$ cat config.mk
export PLATFORM = sky130hd
export DESIGN_NAME = char_controller_flat
export DESIGN_NICKNAME = d
export VERILOG_FILES = /design/src/rtl/kof_pkg.sv /design/src/rtl/char_controller_if.sv /design/src/rtl/char_frame_timer.sv /design/src/rtl/char_controller.sv /design/src/flat_wrapper.sv
export SDC_FILE = /design/constraint.sdc
export NUM_CORES = 1
export LEC_CHECK = 0
export BUFFER_PORTS_ARGS = -buffer_cell sky130_fd_sc_hd__buf_2
export CAP_MARGIN = 20
export CORE_MARGIN = 5
export CORE_UTILIZATION = 35
export CTS_CLUSTER_SIZE = 14
export DETAILED_ROUTE_END_ITERATION = 6
export MAX_ROUTING_LAYER = met4
export PLACE_DENSITY_LB_ADDON = 0.05
export SLEW_MARGIN = 20
export SYNTH_ARGS = -nofsm -noshare
export SYNTH_HDL_FRONTEND = slang
export SYNTH_SLANG_ARGS = --single-unit
$ cat constraint.sdc
create_clock -name Clk -period 9.7 [get_ports Clk]
set_input_delay 2.91 -clock Clk [delete_from_list [all_inputs] [get_ports Clk]]
set_output_delay 2.91 -clock Clk [all_outputs]
set_load 0.01 [all_outputs]
$ cat src/rtl/kof_pkg.sv
// Shared types for the fighter controllers: character/game state encodings
// and the arena coordinate width.
package kof_pkg;

  localparam int COORD_W = 19;

  typedef enum logic [7:0] {
    CS_STAND   = 8'd0,
    CS_ATTACK  = 8'd1,
    CS_MOVEL   = 8'd2,
    CS_MOVER   = 8'd3,
    CS_DEFENSE = 8'd4,
    CS_HURT    = 8'd5
  } char_state_e;

  typedef enum logic [7:0] {
    GS_START    = 8'd0,
    GS_GAME     = 8'd1,
    GS_GAMEOVER = 8'd2
  } game_state_e;

endpackage

$ cat src/rtl/char_controller_if.sv
// Fighter controller bus: frame/key/judge inputs towards the controller and
// its registered status outputs.
interface char_controller_if;
  import kof_pkg::*;

  logic               frame_tick;
  logic               key_left;
  logic               key_right;
  logic               key_attack;
  logic               key_defend;
  logic               hurt_in;
  logic [7:0]         game_state;
  logic [COORD_W-1:0] other_x;
  logic               attack;
  logic               defend;
  logic [7:0]         char_state;
  logic [COORD_W-1:0] x;
  logic [7:0]         hp;
  logic               ko;

  modport master (
    output frame_tick, key_left, key_right, key_attack, key_defend,
    output hurt_in, game_state, other_x,
    input  attack, defend, char_state, x, hp, ko
  );

  modport slave (
    input  frame_tick, key_left, key_right, key_attack, key_defend,
    input  hurt_in, game_state, other_x,
    output attack, defend, char_state, x, hp, ko
  );
endinterface

$ cat src/rtl/char_frame_timer.sv
// 8-bit action duration countdown in frames; expires on the tick that
// finds the count at zero.
module char_frame_timer (
  input  logic       Clk,
  input  logic       Reset,
  input  logic       i_clear,
  input  logic       i_load,
  input  logic [7:0] i_load_val,
  input  logic       i_tick,
  output logic       o_expired
);
  logic [7:0] r_cnt;

  assign o_expired = i_tick && (r_cnt == 8'd0);

  always_ff @(posedge Clk) begin
    if (Reset || i_clear) begin
      r_cnt <= 8'd0;
    end else if (i_load) begin
      r_cnt <= i_load_val;
    end else if (i_tick && (r_cnt != 8'd0)) begin
      r_cnt <= r_cnt - 8'd1;
    end
  end
endmodule

$ cat src/rtl/char_controller.sv
// Per-fighter controller: key-driven stand/move/attack/defend FSM, hurt
// handling with knockback and health, and arena/opponent position clamping.
module char_controller
  import kof_pkg::*;
#(
  parameter bit                 SIDE          = 1'b0,
  parameter logic [COORD_W-1:0] INIT_X        = 19'd200,
  parameter logic [COORD_W-1:0] X_MIN         = 19'd0,
  parameter logic [COORD_W-1:0] X_MAX         = 19'd600,
  parameter logic [COORD_W-1:0] MIN_GAP       = 19'd40,
  parameter int                 STEP          = 4,
  parameter int                 KNOCK         = 16,
  parameter int                 HP_MAX        = 100,
  parameter int                 DAMAGE        = 10,
  parameter int                 ATTACK_FRAMES = 12,
  parameter int                 HURT_FRAMES   = 16
) (
  input logic              Clk,
  input logic              Reset,
  char_controller_if.slave bus
);
  localparam int XW = COORD_W + 2;
  typedef logic signed [XW-1:0] sx_t;

  char_state_e        r_state;
  logic [COORD_W-1:0] r_x;
  logic [7:0]         r_hp;
  logic               r_attack;
  logic               r_defend;
  logic               r_ko;
  logic               r_pend;
  logic [7:0]         r_gs_prev;

  // Upper bound applied first so the lower bound always wins and the result stays non-negative.
  function automatic logic [COORD_W-1:0] clamp_x(input sx_t v, input logic [COORD_W-1:0] ox);
    sx_t lo, hi, r;
    lo = sx_t'({2'b00, X_MIN});
    hi = sx_t'({2'b00, X_MAX});
    if (SIDE == 1'b0) begin
      if (sx_t'({2'b00, ox}) - sx_t'({2'b00, MIN_GAP}) < hi)
        hi = sx_t'({2'b00, ox}) - sx_t'({2'b00, MIN_GAP});
    end else begin
      if (sx_t'({2'b00, ox}) + sx_t'({2'b00, MIN_GAP}) > lo)
        lo = sx_t'({2'b00, ox}) + sx_t'({2'b00, MIN_GAP});
    end
    r = v;
    if (r > hi) r = hi;
    if (r < lo) r = lo;
    return r[COORD_W-1:0];
  endfunction

  sx_t                w_xs;
  logic [COORD_W-1:0] w_x_left;
  logic [COORD_W-1:0] w_x_right;
  logic [COORD_W-1:0] w_x_knock;
  logic               w_knock_ok;
  logic [7:0]         w_hp_dmg;
  logic               w_in_game;
  logic               w_start_edge;
  logic               w_hurt;
  logic               w_act;
  logic               w_enter_atk;
  logic               w_done;
  logic               w_eval;
  logic               w_load;
  logic [7:0]         w_load_val;
  logic               w_expired;

  assign w_xs       = sx_t'({2'b00, r_x});
  assign w_x_left   = clamp_x(w_xs - sx_t'(STEP), bus.other_x);
  assign w_x_right  = clamp_x(w_xs + sx_t'(STEP), bus.other_x);
  assign w_x_knock  = SIDE ? clamp_x(w_xs + sx_t'(KNOCK), bus.other_x)
                           : clamp_x(w_xs - sx_t'(KNOCK), bus.other_x);
  assign w_knock_ok = SIDE ? (w_x_knock > r_x) : (w_x_knock < r_x);
  assign w_hp_dmg   = (r_hp > 8'(DAMAGE)) ? (r_hp - 8'(DAMAGE)) : 8'd0;

  // Priority of a cycle: leave-game > round restart > hurt > KO > attack commit > expiry > keys.
  assign w_in_game    = (bus.game_state == GS_GAME);
  assign w_start_edge = w_in_game && (r_gs_prev == GS_START);
  assign w_hurt       = w_in_game && !w_start_edge && bus.hurt_in && (r_state != CS_HURT) && !r_ko;
  assign w_act        = w_in_game && !w_start_edge && !w_hurt && !r_ko;
  assign w_enter_atk  = w_act && r_pend;
  assign w_done       = w_act && !r_pend && w_expired &&
                        ((r_state == CS_ATTACK) || (r_state == CS_HURT));
  assign w_eval       = w_act && !r_pend && bus.frame_tick &&
                        (r_state inside {CS_STAND, CS_MOVEL, CS_MOVER, CS_DEFENSE});
  assign w_load       = w_enter_atk || (w_hurt && (w_hp_dmg != 8'd0));
  assign w_load_val   = w_enter_atk ? 8'(ATTACK_FRAMES - 1) : 8'(HURT_FRAMES - 1);

  char_frame_timer u_timer (
    .Clk        (Clk),
    .Reset      (Reset),
    .i_clear    (!w_in_game),
    .i_load     (w_load),
    .i_load_val (w_load_val),
    .i_tick     (bus.frame_tick),
    .o_expired  (w_expired)
  );

  always_ff @(posedge Clk) begin
    if (Reset) begin
      r_state   <= CS_STAND;
      r_x       <= INIT_X;
      r_hp      <= 8'(HP_MAX);
      r_attack  <= 1'b0;
      r_defend  <= 1'b0;
      r_ko      <= 1'b0;
      r_pend    <= 1'b0;
      r_gs_prev <= GS_START;
    end else begin
      r_gs_prev <= bus.game_state;
      r_attack  <= 1'b0;
      if (!w_in_game) begin
        r_state  <= CS_STAND;
        r_defend <= 1'b0;
        r_pend   <= 1'b0;
      end else if (w_start_edge) begin
        r_state  <= CS_STAND;
        r_defend <= 1'b0;
        r_pend   <= 1'b0;
        r_x      <= INIT_X;
        r_hp     <= 8'(HP_MAX);
        r_ko     <= 1'b0;
      end else if (w_hurt) begin
        r_pend   <= 1'b0;
        r_defend <= 1'b0;
        r_hp     <= w_hp_dmg;
        r_ko     <= (w_hp_dmg == 8'd0);
        if (w_hp_dmg == 8'd0) r_state <= CS_STAND;
        else                  r_state <= CS_HURT;
        if (w_knock_ok) r_x <= w_x_knock;
      end else if (r_ko) begin
        r_state  <= CS_STAND;
        r_defend <= 1'b0;
        r_pend   <= 1'b0;
      end else if (w_enter_atk) begin
        r_pend   <= 1'b0;
        r_state  <= CS_ATTACK;
        r_defend <= 1'b0;
      end else if (w_done) begin
        r_state  <= CS_STAND;
      end else if (w_eval) begin
        if (bus.key_defend) begin
          r_state  <= CS_DEFENSE;
          r_defend <= 1'b1;
        end else if (bus.key_attack) begin
          // State is held for the pulse cycle; ATTACK is committed on the next clock.
          r_attack <= 1'b1;
          r_pend   <= 1'b1;
        end else if (bus.key_left ^ bus.key_right) begin
          r_defend <= 1'b0;
          if (bus.key_left) begin
            r_state <= CS_MOVEL;
            if (w_x_left < r_x) r_x <= w_x_left;
          end else begin
            r_state <= CS_MOVER;
            if (w_x_right > r_x) r_x <= w_x_right;
          end
        end else begin
          r_state  <= CS_STAND;
          r_defend <= 1'b0;
        end
      end
    end
  end

  assign bus.attack     = r_attack;
  assign bus.defend     = r_defend;
  assign bus.char_state = r_state;
  assign bus.x          = r_x;
  assign bus.hp         = r_hp;
  assign bus.ko         = r_ko;
endmodule

$ cat src/flat_wrapper.sv
// flat-port wrapper written by rule: the top's interface ports become plain ports
module char_controller_flat import kof_pkg::*;
#(
  parameter bit                 SIDE          = 1'b0,
  parameter logic [COORD_W-1:0] INIT_X        = 19'd200,
  parameter logic [COORD_W-1:0] X_MIN         = 19'd0,
  parameter logic [COORD_W-1:0] X_MAX         = 19'd600,
  parameter logic [COORD_W-1:0] MIN_GAP       = 19'd40,
  parameter int                 STEP          = 4,
  parameter int                 KNOCK         = 16,
  parameter int                 HP_MAX        = 100,
  parameter int                 DAMAGE        = 10,
  parameter int                 ATTACK_FRAMES = 12,
  parameter int                 HURT_FRAMES   = 16
)
  (Clk, Reset, bus_frame_tick, bus_key_left, bus_key_right, bus_key_attack, bus_key_defend, bus_hurt_in, bus_game_state, bus_other_x, bus_attack, bus_defend, bus_char_state, bus_x, bus_hp, bus_ko);
  char_controller_if bus_i ();
  input logic Clk;
  input logic Reset;
  input wire logic [$bits(bus_i.frame_tick)-1:0] bus_frame_tick;
  input wire logic [$bits(bus_i.key_left)-1:0] bus_key_left;
  input wire logic [$bits(bus_i.key_right)-1:0] bus_key_right;
  input wire logic [$bits(bus_i.key_attack)-1:0] bus_key_attack;
  input wire logic [$bits(bus_i.key_defend)-1:0] bus_key_defend;
  input wire logic [$bits(bus_i.hurt_in)-1:0] bus_hurt_in;
  input wire logic [$bits(bus_i.game_state)-1:0] bus_game_state;
  input wire logic [$bits(bus_i.other_x)-1:0] bus_other_x;
  output wire logic [$bits(bus_i.attack)-1:0] bus_attack;
  output wire logic [$bits(bus_i.defend)-1:0] bus_defend;
  output wire logic [$bits(bus_i.char_state)-1:0] bus_char_state;
  output wire logic [$bits(bus_i.x)-1:0] bus_x;
  output wire logic [$bits(bus_i.hp)-1:0] bus_hp;
  output wire logic [$bits(bus_i.ko)-1:0] bus_ko;
  assign bus_i.frame_tick = bus_frame_tick;
  assign bus_i.key_left = bus_key_left;
  assign bus_i.key_right = bus_key_right;
  assign bus_i.key_attack = bus_key_attack;
  assign bus_i.key_defend = bus_key_defend;
  assign bus_i.hurt_in = bus_hurt_in;
  assign bus_i.game_state = bus_game_state;
  assign bus_i.other_x = bus_other_x;
  assign bus_attack = bus_i.attack;
  assign bus_defend = bus_i.defend;
  assign bus_char_state = bus_i.char_state;
  assign bus_x = bus_i.x;
  assign bus_hp = bus_i.hp;
  assign bus_ko = bus_i.ko;
  char_controller #(.SIDE(SIDE), .INIT_X(INIT_X), .X_MIN(X_MIN), .X_MAX(X_MAX), .MIN_GAP(MIN_GAP), .STEP(STEP), .KNOCK(KNOCK), .HP_MAX(HP_MAX), .DAMAGE(DAMAGE), .ATTACK_FRAMES(ATTACK_FRAMES), .HURT_FRAMES(HURT_FRAMES)) u_core (.Clk(Clk), .Reset(Reset), .bus(bus_i));
endmodule
==> run_results.csv <==
group,metric,value,unit
die,die_w,160,um
setup_path,path_buf_inv,7,
detailed_routing,routedWlPerCell,20.8,um
yosys,ys_ff_latch,50,
pwr,p_sw,0.122,mW
sta,min_period_over_period,95.6,%
detailed_routing,remaining_drc_errors,0,
layout,layout-drive-gt1-share,25.3,%
detailed_routing,drt-initial-drc-count,668,
layout,final_cell_mix,"133 x buf_4, 115 x ha_1, 101 x nor2_1",
pwr,comb_power_share,12.7,%
die,ios,73,
layout,syn_to_final_growth,27.2,%
placement,place.gp.congestion,0.954,
pwr,power.internal,0.330,mW
detailed_routing,dr_total_vias,8719,
sta,maxSlewViolCount,0,
die,core-area,0.0219,mm^2
pwr,switching_share,27.0,%
setup_path,start_kind,"input pin",
detailed_routing,routed_wl,31.4,mm
placement,port_buffers,67,
clock_tree,cts.sinks,50,
sta,worst_slew_pin_slew,946,ps
yosys,yosysSeqAreaShare,12.8,%
detailed_routing,viasPerCell,5.77,
sta,timing.final.ws_setup,431,ps
sta,clock_skew,7.34,ps
clock_tree,cts_buffers,5,
setup_path,ff2ff_path_depth,29,
yosys,ys.flop_type,"dfxtp_1",
detailed_routing,first_pass_iters,5,
layout,final_cell_area,0.00996,mm^2
setup_path,cpPeakStageDelay,420,ps
pwr,p_per_area,45.4,mW/mm^2
setup_path,arrival,9460,ps
setup_path,crit_path_end_kind,"flop",
setup_path,startpoint,"bus_other_x[3]",
clock_tree,htree_levels,2,
setup_path,crit_path_max_fanout,11,
layout,final_common_cell,"buf_4",
setup_path,crit_cells,35,
layout,final_nets,1384,
pwr,total_power,0.452,mW
yosys,synth.distinct_cells,78,
yosys,netlist_instances,1056,
placement,pre_cts_slack,-226,ps
setup_path,path_delay_family,"simple AND/OR/NAND/NOR gates",
sta,setup_viol,0,
layout,n_antenna_cell,0,
clock_tree,insertion_delay,300,ps
yosys,synthesis.area,0.00783,mm^2
pwr,ir_worst_vdd,0.0696,mV
yosys,avgSynthCellArea,7.41,um^2
setup_path,required,9890,ps
clock_tree,clock_path_buffers,2,
die,die_y,160,um
die,rows,54,
global_routing,grt_max_degree,30,
layout,final_cell_count_no_fill,1512,
yosys,synth-async-reset-ratio,0,%
global_routing,overflow,0,
global_routing,grt_first_pass_wirelength,47.1,mm
yosys,synth_warnings,0,
placement,dpl_cell_area,0.00930,mm^2
status,status,"completed",
clock_tree,clk_pin_slew,70,ps
sta,slew_headroom,36.5,%
sta,period_minus_slack,9270,ps
sta,finalHoldViolCount,0,
sta,fin_tns_setup,0,ps
die,die_area,0.0255,mm^2
job,cap_violations,0,
clock_tree,clockRootBuffer,"clkbuf_16",
placement,dp.cells,1489,
setup_path,timing.rr.start,"u_core.bus.x[4]",
pwr,seqPwrFrac,45.9,%
placement,hpwl,25.9,mm
setup_path,crit_path_end,"u_core.bus.x[2]",
setup_path,critical_path.slowest_cell,"or3_4",
pwr,p_leak,4.38,nW
global_routing,grt_usage,23.8,%
worst_hold_path,hold_path.class,"flop to flop",
die,start_util,35.8,%
detailed_routing,drtAntennaViolNets,0,
setup_path,crit_type,"input pin to flop",
global_routing,grt_pass1_vias,7991,
pwr,clkPwrFrac,41.5,%
yosys,synth_edf_count,0,
global_routing,antenna_found_initial,0,
setup_path,r2r-end,"u_core.bus.x[5]",
sta,fmax,108,MHz
setup_path,regToRegSetupSlack,2370,ps
clock_tree,tritoncts,"yes",
==> cells by family after synthesis <==
kind of cell               after synthesis  synth area share [%]
other                                    1                0.0479
and+or+nand+nor                        427                  27.4
buffers and inverters                  104                  5.61
muxes                                   33                  4.59
AOI/OAI and AO/OA                      259                  23.5
xor gates and xnor gates                64                  7.16
DFF                                     50                  12.8
adders and majority gates              118                  18.9
==> how the worst min path moves through the flow <==
stage	start	end	slack [ps]	cells past startpoint
after floorplan	u_core.bus.hp[0]	u_core.bus.hp[0]	480	2
after global placement	u_core.bus.defend	u_core.bus.defend	470	2
after detailed placement	u_core.bus.defend	u_core.bus.defend	470	2
after CTS	u_core.bus.defend	u_core.bus.defend	490	2
after global routing	u_core.bus.defend	u_core.bus.defend	540	2
final	u_core.bus.defend	u_core.bus.defend	480	2
==> registers in the layout, summed over array words and instances, names as in the netlist <==
register               count
u_core.u_timer.r_cnt       8
u_core.bus.x              19
u_core.bus.hp              8
u_core.bus.ko              1
u_core.bus.defend          1
u_core.r_gs_prev           8
u_core.r_pend              1
u_core.bus.char_state      3
u_core.bus.attack          1
==> power by group through the flow <==
stage	logic (mW)	clock network (mW)	registers, mW
3_5_place_dp	0.0543	0	0.212
3_3_place_gp	0.0549	0	0.212
5_1_grt	0.0627	0.202	0.207
4_1_cts	0.0546	0.192	0.207
2_1_floorplan	0.0279	0	0.212
6_report	0.0572	0.188	0.207
==> cells in the mapped netlist (all sizes together) (14+ instances only) <==
cell type | number | area share, %
ha | 118 | 19
nor2 | 106 | 5.1
nand2 | 101 | 4.9
inv | 57 | 2.7
xnor2 | 52 | 5.8
a21oi | 51 | 3.4
dfxtp | 50 | 13
o21ai | 50 | 3.2
nor3 | 39 | 2.6
nand3 | 35 | 2.3
clkbuf | 29 | 1.4
nand4 | 22 | 1.8
nor2b | 21 | 1.7
mux2i | 20 | 2.7
a21o | 19 | 1.8
o211ai | 17 | 1.7
a211oi | 16 | 1.5
and3 | 15 | 1.2
buf | 15 | 1.3
and2 | 14 | 1.1
nand2b | 14 | 1.1
nor4 | 14 | 1.1
==> worst min-delay path, delay by kind of cell (launching register included) <==
family | cells | cell delay (ps)
compound gates | 2 | 130
flops | 1 | 310
==> area by class of cell <==
class                   count  area, um^2
fillers                  2291       11900
multi-input cells         906        6780
repair buffers            208        1440
flip-flops and latches     50        1000
well taps                 280         350
inverters                  60         226
clock buffers               5         125
clock inverters             3        28.8
==> repair_timing <==
| item | 4_1_cts | 5_1_grt |
|---|---|---|
| resized for setup | 0 | 80 |
| hold buffers | 0 | 0 |
| setup buffers | 0 | 15 |
| hold endpoints to repair | 0 | 0 |
| setup endpoints to repair | 0 | 19 |
==> stage by stage <==
stage | hold WS (ps) | util (%)
6_report | 484 | 45.5
5_1_grt | 541 | 45.5
4_1_cts | 485 | 43.2
3_5_place_dp | 471 | 42.5
3_3_place_gp | 468 | 42.5
2_1_floorplan | 482 | -
==> layer usage <==
| metal | vias up | part of all wire [%] | global-route usage, % |
|---|---|---|---|
| met3 | 35 | 6.6 | 2.74 |
| met2 | 320 | 44 | 35.8 |
| met4 | 0 | 1.5 | 3.72 |
| li1 | 4257 | - | - |
| met1 | 4107 | 48 | 34.9 |
| met5 | - | 0 | - |
(Power assumes the default switching activity.)
